===== config.mk =====
export PLATFORM = sky130hd
export DESIGN_NAME = interrupt_controller
export DESIGN_NICKNAME = d
export VERILOG_FILES = /design/src/rtl/interrupt_controller.sv
export SDC_FILE = /design/constraint.sdc
export NUM_CORES = 1
export LEC_CHECK = 0
export ABC_AREA = 1
export ABC_CLOCK_PERIOD_IN_PS = 1600
export CAP_MARGIN = 20
export CORE_MARGIN = 5
export CORE_UTILIZATION = 60
export CTS_BUF_LIST = sky130_fd_sc_hd__clkbuf_16
export CTS_CLUSTER_DIAMETER = 50
export DETAILED_ROUTE_END_ITERATION = 10
export DONT_BUFFER_PORTS = 1
export PLACE_DENSITY = 0.74
export SYNTH_ARGS = -nofsm -noshare
export SYNTH_HDL_FRONTEND = slang
export SYNTH_SLANG_ARGS = --single-unit

===== constraint.sdc =====
create_clock -name clk -period 1.6 [get_ports clk]
set_input_delay 0.32 -clock clk [delete_from_list [all_inputs] [get_ports clk]]
set_output_delay 0.32 -clock clk [all_outputs]
set_load 0.03 [all_outputs]

===== src/rtl/interrupt_controller.sv =====
// interrupt_controller: 8-line edge-triggered maskable interrupt controller with NMI and one level of NMI nesting
module interrupt_controller (
  input  logic       clk,
  input  logic       rst,
  input  logic [7:0] irq,
  input  logic       nmi_in,
  input  logic       mask_we,
  input  logic [7:0] mask_din,
  input  logic       ina,
  input  logic       eoi,
  output logic       int_out,
  output logic       nmi_out,
  output logic [2:0] vector,
  output logic       in_svc,
  output logic [7:0] pending,
  output logic [7:0] mask
);
  typedef enum logic [2:0] {IDLE, REQ, SVC, NMI_REQ, NMI_SVC} state_t;
  state_t     r_state, w_next;
  logic [7:0] r_irq_q, r_pending, r_mask, w_elig, w_clr;
  logic [2:0] r_vector, w_next_vec, w_pri;
  logic       r_nmi_q, r_nmi_pend, r_nested, r_int, r_nmi, r_svc;
  logic       w_clr_nmi, w_nested;
  assign w_elig = r_pending & ~r_mask;
  always_comb begin
    w_pri = 3'd0;
    for (int i = 7; i >= 0; i--) if (w_elig[i]) w_pri = 3'(i);
  end
  always_comb begin
    w_next = r_state;
    w_next_vec = r_vector;
    w_clr = 8'h00;
    w_clr_nmi = 1'b0;
    w_nested = r_nested;
    case (r_state)
      IDLE:
        if (r_nmi_pend) w_next = NMI_REQ;
        else if (|w_elig) begin
          w_next = REQ;
          w_next_vec = w_pri;
        end
      REQ:
        if (ina) begin
          w_next = SVC;
          w_clr = 8'h01 << r_vector;
        end else if (r_nmi_pend) w_next = NMI_REQ;
        else if (mask_we && mask_din[r_vector]) w_next = IDLE;
      SVC:
        if (eoi) w_next = IDLE;
        else if (r_nmi_pend) begin
          w_next = NMI_REQ;
          w_nested = 1'b1;
        end
      NMI_REQ:
        if (ina) begin
          w_next = NMI_SVC;
          w_clr_nmi = 1'b1;
        end
      NMI_SVC:
        if (eoi) begin
          w_next = r_nested ? SVC : IDLE;
          w_nested = 1'b0;
        end
      default: w_next = IDLE;
    endcase
  end
  // a new edge on the same cycle as a clear keeps the request pending
  always_ff @(posedge clk) begin
    if (rst) begin
      r_state <= IDLE;
      r_irq_q <= 8'h00;
      r_nmi_q <= 1'b0;
      r_pending <= 8'h00;
      r_nmi_pend <= 1'b0;
      r_mask <= 8'hFF;
      r_vector <= 3'd0;
      r_nested <= 1'b0;
      r_int <= 1'b0;
      r_nmi <= 1'b0;
      r_svc <= 1'b0;
    end else begin
      r_state <= w_next;
      r_irq_q <= irq;
      r_nmi_q <= nmi_in;
      r_pending <= (r_pending & ~w_clr) | (irq & ~r_irq_q);
      r_nmi_pend <= (r_nmi_pend & ~w_clr_nmi) | (nmi_in & ~r_nmi_q);
      r_mask <= mask_we ? mask_din : r_mask;
      r_vector <= w_next_vec;
      r_nested <= w_nested;
      r_int <= w_next == REQ;
      r_nmi <= w_next == NMI_REQ;
      r_svc <= w_next == SVC || w_next == NMI_SVC;
    end
  end
  assign int_out = r_int;
  assign nmi_out = r_nmi;
  assign vector = r_vector;
  assign in_svc = r_svc;
  assign pending = r_pending;
  assign mask = r_mask;
endmodule


==> results of run 1 <==
[worst max-delay path: stages (launching register included)]
cell     delay (ns)
dfxtp_1        0.50
inv_2          0.14
nand2_1        0.08
nand2_1        0.04
nand2_1        0.05
nand3_1        0.06
nand3_1        0.10
nand2_1        0.07
nand2_2        0.11
nand2_2        0.05
nor2_2         0.07
[state kept, by name, indices dropped and copies added, names as in the netlist, 3 cells and up]
register and flops:
mask 8, pending 8, r_irq_q 8, r_state 3, vector 3
[layout make-up]
| class | count | area [um2] | area share |
|---|---|---|---|
| flip-flops and latches | 36 | 721 | 0.389 |
| clock inverters | 3 | 11.3 | 0.00608 |
| inverters | 36 | 135 | 0.0730 |
| clock buffers | 5 | 125 | 0.0676 |
| well taps | 30 | 37.5 | 0.0203 |
| multi-input cells | 149 | 679 | 0.367 |
| repair buffers | 19 | 143 | 0.0770 |
[cell families after synthesis]
logic type	Yosys count
buffers and inverters	42
AOI/OAI and AO/OA	35
DFF	36
and+or+nand+nor	114
[through the flow]
stage,cells,power [mW]
2_1_floorplan,227,1.44
3_3_place_gp,270,1.55
3_5_place_dp,270,1.57
4_1_cts,278,2.45
5_1_grt,278,2.57
6_report,278,2.45
[how the worst max path moves through the flow]
stage	startpoint	end	slack (ns)	depth (start not counted)
after CTS	vector[0]	int_out	0.24	10
final	vector[0]	int_out	0.24	10
after global routing	vector[0]	int_out	0.10	10
after global placement	vector[0]	int_out	0.30	10
after floorplan	mask[2]	r_state[0]	0.21	9
after detailed placement	vector[0]	int_out	0.25	10
[synth_stat cells, types with 2 or more instances]
library cell / number
nand2_1: 58
dfxtp_1: 36
inv_1: 32
nor2_1: 32
a21oi_1: 18
nand3_1: 8
o21ai_0: 8
clkbuf_1: 4
inv_2: 4
nand2_2: 3
nand4_1: 3
nor2_2: 3
nor3_1: 2
o21ai_1: 2
[metal layers]
layer | GRT usage | part of all wire | vias to the layer above
li1 | - | - | 756
met1 | 0.291 | 0.43 | 655
met2 | 0.360 | 0.46 | 66
met3 | 0.0745 | 0.088 | 10
met4 | 0.0774 | 0.017 | 0
met5 | 0 | 0 | -
[power groups by stage]
stage / clock network, mW / registers (mW) / logic [mW]
6_report: 0.896 / 1.08 / 0.476
5_1_grt: 0.956 / 1.09 / 0.525
4_1_cts: 0.900 / 1.08 / 0.477
3_5_place_dp: 0 / 1.10 / 0.470
3_3_place_gp: 0 / 1.09 / 0.455
2_1_floorplan: 0 / 1.16 / 0.277
==> results_dict.tcl, run 1 <==
set metrics [dict create \
    p_sw_uw 747 \
    r2r-end "int_out" \
    postCtsHoldBufs 0 \
    ff2ff_path_depth 10 \
    reg2reg_slack_ns 0.24 \
    slew_viol_final 0 \
    synth_cell_type_count 28 \
    first_global_vias 1344 \
    combPwrFrac 0.194 \
    via_per_inst 5.35 \
    postRouteWirelength_um 3810 \
    async_flop_share 0 \
    mostFrequentLayoutCells "nand2_1 (58), dfxtp_1 (36), inv_1 (34), nor2_1 (32), buf_4 (19)" \
    synthFlopType "dfxtp_1" \
    num_antenna_cells 0 \
    required_ns 1.81 \
    finalCriticalPeriod_ns 1.36 \
    synth_compound_area_frac 0.124 \
    p_seq_frac 0.440 \
    clkPwrFrac 0.366 \
    final_common_cell "nand2_1" \
    pwr_density_cell_nw_per_um2 1320 \
    grt_overflow 0 \
    synth_warnings 0 \
    synthXorXnorAreaFrac 0 \
    grt_pass1_wl_um 6130 \
    drive_gt1_frac 0.149 \
    core-area_um2 2480 \
    synth_seq_cells 36 \
    synth_fp_nets 249 \
    timing.critical_path.from_type "flip-flop" \
    final_hold_viol_count 0 \
    finalSetupViolations 0 \
    clkLatencyLatePin_ns 0.28 \
    status "finished, final reports clean" \
    cp.arrival_ns 1.57 \
    synth_largest_area_cell "dfxtp_1" \
    synth_mux_area_frac 0 \
    ctsResizeCount 0 \
    tightestPinTransition_ns 0.315 \
    grtUsageTotal 0.227 \
    post-cts-setup-buffer-count 0 \
    maxCapViolCount 0 \
    num_io_pins 44 \
    syn_inst 227 \
    drtIter0Drc 129 \
    cts_max_level 2 \
    crit_type "flip-flop to flip-flop" \
    antenna_found_initial 0 \
    cts_buffers 5 \
    pre_cts_ws_ns 0.253 \
    setup_slack_ns 0.243 \
    hp-class "primary input to flip-flop" \
    tritoncts "built" \
    hpwl_um 2850 \
    num_vias 1487 \
    die_w_um 61.0 \
    hp-start "rst" \
    grt_max_degree 33 \
    hold-path-endpoint "r_state[0]" \
    postSynthAreaPerCell_um2 6.87 \
    fin_nets 269 \
    postRouteAntennaNets 0 \
    yosys-top-cells-area "dfxtp_1 (46%), nand2_1 (14%), inv_1 (7.7%), nor2_1 (7.7%), a21oi_1 (5.8%)" \
    rsz0062_at_grt "false" \
    switching_share 0.305 \
    routedWlPerCell_um 13.7 \
    initial_utilization 0.629 \
    crit_fanout 8 \
    internal_power_mw 1.70 \
    drc 0 \
    worstHoldPathCells 1 \
    area_delta_synth_final_pct 18.8 \
    gp_congestion 0.898 \
    min_period_over_period 0.848 \
    clock_sinks 36 \
    ir_drop_mv 1.29 \
    syn_area_um2 1560 \
    final_util 0.747 \
    cp-end-kind "flip-flop" \
    die_area_um2 3720 \
    ys_seq_area_frac 0.462 \
    fin_skew_ns 0.00432 \
    num_rows 18 \
    synth_top_family_by_area "simple AND/OR/NAND/NOR gates" \
    synth_edf_count 0 \
    totalNegativeSetupSlack_ns 0 \
    clk_pin_slew_ns 0.05 \
    clk_root_buffer_cell "clkbuf_16" \
    die_y_um 61.0 \
    placed_cell_area_um2 1720 \
    fillerInstances 210 \
    clock_path_buffers 2 \
    timing.rr.start "vector[0]" \
    fin_hold_ws_ns 0.107 \
    max_slew_margin 0.790 \
    first_pass_iters 4 \
    p_leak_nw 0.970 \
    yosys.area_share.simple 0.311 \
    synth_fa_ha_area_frac 0 \
    design_area_um2 1850 \
    fmax_ghz 0.737 \
    synth_top_area_frac 0.462 \
    portBuffers 0 \
]
Note: power is estimated with default switching activity, not from simulation.
==> run 2: changes to the inputs <==
--- a/config.mk
+++ b/config.mk
@@ -6,7 +6,7 @@
 export NUM_CORES = 1
 export LEC_CHECK = 0
 export ABC_AREA = 1
-export ABC_CLOCK_PERIOD_IN_PS = 1600
+export ABC_CLOCK_PERIOD_IN_PS = 1340
 export CAP_MARGIN = 20
 export CORE_MARGIN = 5
 export CORE_UTILIZATION = 60
==> constraint.sdc (replaced) <==
create_clock -name clk -period 1.34 [get_ports clk]
set_input_delay 0.268 -clock clk [delete_from_list [all_inputs] [get_ports clk]]
set_output_delay 0.268 -clock clk [all_outputs]
set_load 0.03 [all_outputs]
==> results_dict.tcl, run 2 (same netlist as run 1, synthesis figures left out) <==
set metrics [dict create \
    status "finished, final reports clean" \
    num_rows 18 \
    via_per_inst 5.50 \
    timing.critical_path.from_type "flip-flop" \
    first_pass_iters 4 \
    postRouteWirelength_um 3940 \
    finalCriticalPeriod_ns 1.25 \
    first_global_vias 1370 \
    final_cells 279 \
    drtIter0Drc 130 \
    fin_skew_ns 0.00293 \
    drive_gt1_frac 0.221 \
    crit_fanout 7 \
    num_io_pins 44 \
    clkLatencyLatePin_ns 0.28 \
    cp-end-kind "flip-flop" \
    gp_congestion 0.897 \
    crit_type "flip-flop to flip-flop" \
    grt_pass1_wl_um 6130 \
    max_slew_margin 0.804 \
    final_common_cell "nand2_1" \
    cts_max_level 2 \
    grt_max_degree 33 \
    cts_buffers 5 \
    fmax_ghz 0.800 \
    pwr_density_cell_nw_per_um2 1570 \
    grtUsageTotal 0.228 \
    num_vias 1535 \
    drc 0 \
    pre_cts_ws_ns -0.0234 \
    mostFrequentLayoutCells "nand2_1 (58), inv_1 (32), nor2_1 (28), dfxtp_1 (25), buf_4 (20)" \
    num_antenna_cells 0 \
    tritoncts "built" \
    routedWlPerCell_um 14.1 \
    core-area_um2 2480 \
    slowest_stage "dfxtp_1" \
    totalNegativeSetupSlack_ns 0 \
    clk_root_buffer_cell "clkbuf_16" \
    p_total_mw 2.97 \
    initial_utilization 0.629 \
    p_leak_nw 0.973 \
    required_ns 1.51 \
    clk_pin_slew_ns 0.05 \
    die_area_um2 3720 \
    tightestPinTransition_ns 0.293 \
    portBuffers 0 \
    maxCapViolCount 0 \
    hpwl_um 2880 \
    ir_drop_mv 1.50 \
    hp-class "primary input to flip-flop" \
    die_y_um 61.0 \
    critPathLaunch "r_state[2]" \
    clock_path_buffers 2 \
    crit_chain "inv_2, nand4_2, nor2_2, nand2_1, a21oi_1, nor2_1" \
    finalSetupViolations 0 \
    cp.arrival_ns 1.42 \
    slew_viol_final 0 \
    fillerInstances 208 \
    place_inst 270 \
    critPathMaxStageDelay_ns 0.31 \
    min_period_over_period 0.933 \
    rsz0062_at_grt "true" \
    fin_nets 270 \
    final_hold_viol_count 0 \
    hp-start "rst" \
    timing.rr.start "r_state[2]" \
    grt_overflow 0 \
    antenna_found_initial 0 \
    area_delta_synth_final_pct 21.3 \
    postRouteAntennaNets 0 \
    setup_slack_ns 0.0897 \
    final_util 0.763 \
    clock_sinks 36 \
    die_w_um 61.0 \
]
run 2: final timing paths:
path	cells past startpoint	slack, ns	to
worst max register to register	6	0.09	pending[7]
worst max-delay path	6	0.09	pending[7]
worst min-delay path	1	0.05	r_state[0]
worst min register to register	1	0.43	pending[2]
run 2: layout make-up:
type	instances	area [um2]	area share
inverter	36	138	0.0728
clock inverter	3	13.8	0.00728
tap	30	37.5	0.0199
clock buffer	5	125	0.0662
timing repair buffer	20	150	0.0794
sequential	36	737	0.390
multi-input combinational	149	689	0.365
run 2: routing by layer:
metal | GRT usage | up-vias | routed length, um
li1 | - | 758 | -
met1 | 0.275 | 695 | 1570
met2 | 0.369 | 67 | 1910
met3 | 0.0638 | 15 | 366
met4 | 0.115 | 0 | 99
met5 | 0 | - | 0
run 2: metrics by stage:
step	cell area (um2)	hold slack, ns
global route	1890	0.0342
detailed placement	1730	0.341
CTS	1870	0.0497
global placement	1730	0.338
finish	1890	0.0453
floorplan	1570	0.372
run 2: worst max-delay path: cells and delay by family, from the launching register on:
kind | cells | cell delay (ns)
compound gates | 1 | 0.16
simple gates | 4 | 0.55
buf+inv | 1 | 0.12
flops | 1 | 0.31
run 2: repair_timing:
| item | 4_1_cts | 5_1_grt |
|---|---|---|
| hold buffers | 0 | 0 |
| setup endpoints to repair | 4 | 12 |
| setup buffers | 0 | 1 |
| resized for setup | 1 | 8 |
run 2: power breakdown:
part | internal, mW | total (mW) | switching (mW) | leakage (nW)
clock | 0.673 | 1.08 | 0.406 | 0.0710
sequential | 1.18 | 1.30 | 0.121 | 0.298
combinational | 0.206 | 0.587 | 0.381 | 0.604
